`src/rtl/multi_timed_counter.sv`:
```
`default_nettype none
// ============================================================================
// Module   : multi_timed_counter
// Purpose  : One programmable interval timer gating NCH saturating up-counters.
//            At the end of every interval all channel counts are snapshotted
//            into held output registers together with per-channel overflow.
//            MODE "NORMAL" restarts the window immediately; MODE "ACKNOWLEDGE"
//            holds the snapshot (and stops counting) until ack.
// Ports    : clk             - only clock
//            rst_n           - asynchronous active-low reset
//            count_in        - per-channel count enables (one bit per channel)
//            interval_in     - new interval length in clocks (0 = 2^INT_WIDTH)
//            interval_load   - capture interval_in and restart (dead cycle)
//            ack             - releases HOLD (ACKNOWLEDGE mode only)
//            count_out       - held snapshot, channel i at [i*CNT_WIDTH +: CNT_WIDTH]
//            count_ovf       - channel i saturated during the snapshotted window
//            count_out_valid - snapshot available (pulse or level, by MODE)
// Revision : 1.0 - initial release
// ============================================================================
module multi_timed_counter #(
  parameter int unsigned NCH           = 4,
  parameter int unsigned INT_WIDTH     = 24,
  parameter int unsigned CNT_WIDTH     = 25,
  parameter string       MODE          = "NORMAL",
  parameter int unsigned INIT_INTERVAL = 0
) (
  input  logic                     clk,
  input  logic                     rst_n,
  input  logic [NCH-1:0]           count_in,
  input  logic [INT_WIDTH-1:0]     interval_in,
  input  logic                     interval_load,
  input  logic                     ack,
  output logic [NCH*CNT_WIDTH-1:0] count_out,
  output logic [NCH-1:0]           count_ovf,
  output logic                     count_out_valid
);

  localparam bit                   c_ack_mode = (MODE == "ACKNOWLEDGE");
  localparam bit                   c_mode_ok  = (MODE == "NORMAL") || c_ack_mode;
  localparam logic [INT_WIDTH-1:0] c_init_ivl = INT_WIDTH'(INIT_INTERVAL);
  localparam logic [INT_WIDTH-1:0] c_t_one    = {{(INT_WIDTH-1){1'b0}}, 1'b1};
  localparam logic [CNT_WIDTH-1:0] c_cnt_one  = {{(CNT_WIDTH-1){1'b0}}, 1'b1};
  localparam logic [CNT_WIDTH-1:0] c_cnt_max  = {CNT_WIDTH{1'b1}};

  // Reject unsupported configurations at elaboration time.
  generate
    if (!c_mode_ok) begin : g_bad_mode
      $error("multi_timed_counter: MODE must be \"NORMAL\" or \"ACKNOWLEDGE\"");
    end
    if ((NCH < 1) || (NCH > 32)) begin : g_bad_nch
      $error("multi_timed_counter: NCH must be in 1..32");
    end
  endgenerate

  typedef enum logic [0:0] {
    ST_RUN  = 1'b0,
    ST_HOLD = 1'b1
  } state_t;

  state_t                          r_state;
  logic [INT_WIDTH-1:0]            r_ivl;
  logic [INT_WIDTH-1:0]            r_t;
  logic [NCH-1:0][CNT_WIDTH-1:0]   r_acc;
  logic [NCH-1:0]                  r_sat;
  logic [NCH-1:0][CNT_WIDTH-1:0]   r_snap;
  logic [NCH-1:0]                  r_ovf;
  logic                            r_valid;

  logic [INT_WIDTH-1:0]            w_ivl_m1;
  logic                            w_last;
  logic [NCH-1:0][CNT_WIDTH-1:0]   w_acc_next;
  logic [NCH-1:0]                  w_clamp;

  // ivl - 1 wraps to all-ones for ivl == 0, giving a 2^INT_WIDTH window.
  assign w_ivl_m1 = r_ivl - c_t_one;
  assign w_last   = (r_t == w_ivl_m1);

  // Saturating increment per channel; w_clamp flags a count lost to the clamp.
  always_comb begin
    w_acc_next = r_acc;
    w_clamp    = '0;
    for (int i = 0; i < int'(NCH); i++) begin
      if (count_in[i]) begin
        if (r_acc[i] == c_cnt_max) begin
          w_clamp[i] = 1'b1;
        end else begin
          w_acc_next[i] = r_acc[i] + c_cnt_one;
        end
      end
    end
  end

  always_ff @(posedge clk or negedge rst_n) begin
    if (!rst_n) begin
      r_state <= ST_RUN;
      r_ivl   <= c_init_ivl;
      r_t     <= '0;
      r_acc   <= '0;
      r_sat   <= '0;
      r_snap  <= '0;
      r_ovf   <= '0;
      r_valid <= 1'b0;
    end else if (interval_load) begin
      // Dead restart cycle: nothing counted, no snapshot, outputs retained.
      r_ivl   <= interval_in;
      r_t     <= '0;
      r_acc   <= '0;
      r_sat   <= '0;
      r_state <= ST_RUN;
      r_valid <= 1'b0;
    end else if (r_state == ST_HOLD) begin
      // Timer and accumulators already sit at 0; count_in is ignored here.
      if (ack) begin
        r_state <= ST_RUN;
        r_valid <= 1'b0;
      end
    end else if (w_last) begin
      // The snapshot includes this cycle's count_in.
      r_snap  <= w_acc_next;
      r_ovf   <= r_sat | w_clamp;
      r_acc   <= '0;
      r_sat   <= '0;
      r_t     <= '0;
      r_valid <= 1'b1;
      r_state <= c_ack_mode ? ST_HOLD : ST_RUN;
    end else begin
      r_t     <= r_t + c_t_one;
      r_acc   <= w_acc_next;
      r_sat   <= r_sat | w_clamp;
      r_valid <= 1'b0;
    end
  end

  assign count_out       = r_snap;
  assign count_ovf       = r_ovf;
  assign count_out_valid = r_valid;

endmodule
`default_nettype wire

```
`config.mk`:
```
export PLATFORM = sky130hd
export DESIGN_NAME = multi_timed_counter
export DESIGN_NICKNAME = d
export VERILOG_FILES = /design/src/rtl/multi_timed_counter.sv
export SDC_FILE = /design/constraint.sdc
export NUM_CORES = 1
export LEC_CHECK = 0
export CAP_MARGIN = 20
export CORE_MARGIN = 3
export CORE_UTILIZATION = 52
export CTS_CLUSTER_DIAMETER = 120
export CTS_CLUSTER_SIZE = 14
export DETAILED_ROUTE_END_ITERATION = 10
export PLACE_DENSITY = 0.82
export RECOVER_POWER = 25
export SYNTH_ARGS = -nofsm -noshare
export SYNTH_HDL_FRONTEND = slang
export SYNTH_SLANG_ARGS = --single-unit
```
`constraint.sdc`:
```
create_clock -name clk -period 3.15 [get_ports clk]
set_input_delay 0.63 -clock clk [delete_from_list [all_inputs] [get_ports clk]]
set_output_delay 0.63 -clock clk [all_outputs]
set_load 0.05 [all_outputs]
```
## Word level (Yosys, flattened, before mapping)

Cells that the tools add are included.

- $add $sub $neg: 6
- Eq/ne operators: 7
- Muxes and demuxes: 32
- Bitwise logic cells: 3
- Reductions and logical operators: 1

Operators by type and width:

| cell | number |
|---|---|
| 2-to-1 mux 100 bit | 3 |
| 2-to-1 mux 25 bit | 8 |
| adder 25 x 1 -> 25 bit (second input constant) | 4 |
| equality test 25 bit (second input constant) | 4 |
| 2-to-1 mux 24 bit | 3 |
| adder 24 x 1 -> 24 bit (second input constant) | 1 |
| equality test 24 bit | 1 |
| subtractor 24 x 1 -> 24 bit (second input constant) | 1 |
| 2-to-1 mux 1 bit | 15 |
| 2-to-1 mux 4 bit | 3 |
| OR 4 bit | 1 |
| != test 3 bit (second input constant) | 1 |
| AND reduction 3 bit | 1 |
| != test 2 bit (second input constant) | 1 |
| inverter 1 bit | 2 |

- Register bits: 258
- Input bits: 32
- Output and inout bits: 105

## Depth between registers and ports, before layout

- Depth in word-level cells: 7
- Depth in mapped cells: 14
- Gate-level depth less buffers: 10

## Worst setup path before layout

Ideal clock, no wire load.

- Path type: register to register
- Start point: register r_ivl[0]
- End point: register r_snap (netlist bit count_out[48])
- Setup time: 125 ps
- Arrival time: 2976 ps
- Setup slack: 49 ps
- Stages on the path, launching flop included: 13
- Buffers on the path: 2
- Cells stage by stage: dfrtp_1 inv_1 ha_1 nor3b_1 nand3_1 a2111oi_2 o211a_1 o21ai_1 nand4bb_1 nor3_2 buf_6 buf_6 mux2_2

- Longest elaborated chain between the ends: 3

RTL lines:

| item | RTL line | source |
|---|---|---|
| from (decl) | 61 | `logic [INT_WIDTH-1:0] r_ivl;` |
| from (signal assigned) | 96 | `r_ivl <= c_init_ivl;` |
| from (signal assigned) | 105 | `r_ivl <= interval_in;` |
| subtractor 24 x 1 -> 24 bit | 75 | `assign w_ivl_m1 = r_ivl - c_t_one;` |
| equality test 24 bit | 76 | `assign w_last = (r_t == w_ivl_m1);` |
| AND reduction 3 bit (no source line) | n/a |  |
| to (signal assigned) | 119 | `r_snap <= w_acc_next;` |
| to (decl) | 65 | `logic [NCH-1:0][CNT_WIDTH-1:0] r_snap;` |

No other way between the ends.
A chain may end at the register's enable or synchronous reset.

## Worst setup path after layout

- Start point: register r_ivl[4]
- End point: register r_snap (netlist bit count_out[96])

The elaborated chain is that of the path after synthesis.

==> flow_summary_export.csv <==
group,metric,value,unit
layout,area_delta_synth_final,21.2,%
route,vias_per_cell,5.61,
clocking,clk_latency,0.52,ns
sta,fin_ws,-0.0611,ns
setup_path,cp_slowest_cell,"dfrtp_2",
global_route,grt_start_max_net_pins,79,
route,drtIter0Drc,600,
sta,setup_violations,72,
setup_path,crit_type,"register to register",
setup_path,crit_top_cell,"buf_12",
route,drc_errors,0,
clocking,clk_pin_slew,0.07,ns
layout,fillers,1975,
clocking,postCtsHoldBufs,0,
synth,synth_seq_area_share,0.477,
power_and_ir_drop,leakagePower,7.16,nW
layout,layout.nets,1548,
synth,syn-cell-area,0.0135,mm²
global_route,antenna_found_initial,0,
sta,timing.fmax,0.311,GHz
placed_design,gp_congestion,0.914,
floorplan,die_area,0.0280,mm²
sta,period_needed,3.21,ns
synth,syn_avg_cell_area,10.1,µm²
clocking,cts_root_buffer,"clkbuf_16",
sta,hold_viol_final,0,
clocking,cts_tree,"done",
sta,finClkSkew,0.0167,ns
synth,netlist_instances,1337,
synth,async_flop_share,1.00,
floorplan,die_w,167,µm
synth,yosysUniqueCellTypes,61,
job,maxCapViolCount,1,
global_route,grt_pass1_vias,10584,
clocking,cts.sinks,258,
global_route,grt_pass1_wl,53000,µm
power_and_ir_drop,power_density,396,mW/mm²
setup_path,startpoint_type,"register",
synth,ys_dominant_reg_cell,"dfrtp_1",
floorplan,core,0.0254,mm²
synth,yosysWarnings,0,
setup_path,cp_data_arrival_time,3.60,ns
min_path,min_path_type,"register to register",
floorplan,die_h,167,µm
placed_design,place_area,0.0156,mm²
layout,drive_gt1_frac,0.136,
route,wl_per_cell,17.2,µm
floorplan,initial_core_util,0.532,
floorplan,io-pin-count,137,
placed_design,hpwl,21700,µm
synth,syn_nets,1375,
sta,setup-tns-final,-1.87,ns
run_status,status,"finished, violations left",
clocking,numCtsBuffers,22,
sta,timing.final.max_slew_violations,78,
sta,fin_crit_sh,1.02,
sta,tightest_slew,1.95,ns
synth,synth_top_cell_area_share,0.477,
synth,ys_top_cells_by_area,"dfrtp_1 48%, xnor2_1 8.5%, mux2_2 6.7%",
placed_design,place_inst,1809,
power_and_ir_drop,ir_drop,0.000332,V
setup_path,cp_top_family,"simple AND/OR/NAND/NOR gates",
route,firstDrtPassIters,5,
layout,postLayoutCellArea,0.0164,mm²
layout,n_antenna_cell,0,
synth,ys_seq_elements,258,
floorplan,std_cell_rows,58,
setup_path,crit_path_max_fanout,21,
global_route,grt_overflow,0,
setup_path,cp.required,3.54,ns
sta,rsz0062_at_grt,"yes",
sta,maxSlewHeadroom,-0.302,
route,antenna_left,0,
power_and_ir_drop,p_total,0.00648,W
setup_path,critical_path.cell_chain,"nor4_4, nand4_1, buf_4, a2111oi_1, a31oi_1, o211a_1, nand4bb_4, nor3_4, buf_12, buf_12, mux2_2",
route,routed_wl,31600,µm
setup_path,cp_slowest_stage_delay,0.44,ns
run_status,failed_checks,"capacitance limit, slew limit, setup timing",
global_route,grt_use_total,0.224,
placed_design,io_buffers,136,
clocking,htree_levels,1,
setup_path,crit_path_end_kind,"register",
clocking,cts.path.max_buffers,3,
synth,synth-edff-count,0,
synth,yosysTopAreaCell,"dfrtp_1",
layout,stdcell_count,1841,
route,vias,10331,
setup_path,crit_buf_inv,3,
[synthesized netlist by cell type (7+ instances only)]
master,instances
inv_1,34
and4_1,9
nor4_1,16
buf_2,15
mux2i_1,17
a21oi_1,11
nor2_1,192
and2_1,11
a31oi_1,10
nand4_1,41
nand3_1,52
mux2_2,80
nor2b_1,9
nor3_1,49
or3_1,9
xor2_1,84
nand2_1,114
and3_1,19
dfrtp_1,258
mux2_1,37
o21ai_0,23
xnor2_1,131
buf_6,7
clkbuf_1,31
[what timing repair did]
action                                 in CTS  in global routing
pin swaps                                   1                  5
setup buffers                               1                  4
gates resized for setup                    12                 14
endpoints found under the hold margin       0                  0
setup endpoints to repair                  94                221
gates cloned                                0                  1
[layout make-up]
class                           instances  area, µm²  area share
Sequential cell                       258       6460       0.394
Clock inverter                          1       8.76    0.000535
Tap cell                              330        413      0.0252
Timing Repair Buffer                  208       2030       0.124
Clock buffer                           24        579      0.0354
Inverter                               34        128     0.00779
Multi-Input combinational cell        986       6770       0.413
[metrics by stage]
step,hold slack [ns],setup WS [ns],util
CTS,0.106,-0.0405,0.642
global placement,0.464,-0.0317,0.616
detailed placement,0.470,-0.0819,0.616
global route,0.500,-0.153,0.645
floorplan,0.334,0.0490,-
finish,0.480,-0.0611,0.645
[metal layers]
layer	global-route usage	vias to the layer above	routed length, µm
li1	-	4907	-
met1	0.317	5078	14200
met2	0.365	298	15100
met3	0.0361	48	1810
met4	0.0580	0	577
met5	0	-	0
[flip-flops by register name, summed over array words and instances (netlist names)]
name,cells
r_ivl,24
r_acc,100
count_ovf,4
r_t,24
r_state,1
count_out,100
r_sat,4
count_out_valid,1
[cells by family (layout without fill, tap and decap cells)]
kind of cell / count (synthesis) / in the layout / synth area share
buf+inv: 93 / 267 / 0.0316
xor+xnor: 215 / 215 / 0.139
mux: 134 / 134 / 0.110
flops: 258 / 258 / 0.477
simple gates: 552 / 552 / 0.197
compound gates: 79 / 79 / 0.0389
fa+ha+maj: 6 / 6 / 0.00555
[layout by cell type, fill, tap and decap left out, types with 8 or more instances in the layout]
cell type	n
and2_1	11
mux2i_1	17
nand2_1	114
or3_1	9
xor2_1	84
inv_1	34
and3_1	19
nand3_1	52
xnor2_1	130
clkbuf_16	24
nor3_1	44
dfrtp_1	256
o21ai_0	22
buf_12	9
nor4_1	15
a21oi_1	11
nor2_1	192
mux2_1	35
buf_4	59
nand4_1	41
mux2_2	77
nor2b_1	8
clkdlybuf4s50_1	135
and4_1	9
a31oi_1	10
[worst register-to-register path, delay by kind of cell (launching register included)]
kind | cells | cell delay, ns
AO/OA/AOI/OAI | 3 | 0.71
buffers and inverters | 3 | 0.55
flip-flops | 1 | 0.44
multiplexers | 1 | 0.36
AND/OR/NAND/NOR | 4 | 1.04
[worst paths after layout]
path	from	endpoint	slack [ns]	depth (start not counted)
max	r_ivl[4]	count_out[96]	-0.06	11
min	r_sat[3]	r_sat[3]	0.48	2
max reg2reg	r_ivl[4]	count_out[96]	-0.06	11
min reg2reg	r_sat[3]	r_sat[3]	0.48	2
max in group asynchronous	rst_n	r_acc[80]	0.50	2
min in group asynchronous	rst_n	r_ivl[17]	0.63	1
[power by group]
| part | switching [W] | total, W | internal (W) |
|---|---|---|---|
| combinational | 0.000340 | 0.000585 | 0.000245 |
| sequential | 0.0000628 | 0.00343 | 0.00337 |
| clock | 0.00117 | 0.00247 | 0.00129 |
No activity file was read; power rests on OpenSTA's default activity.
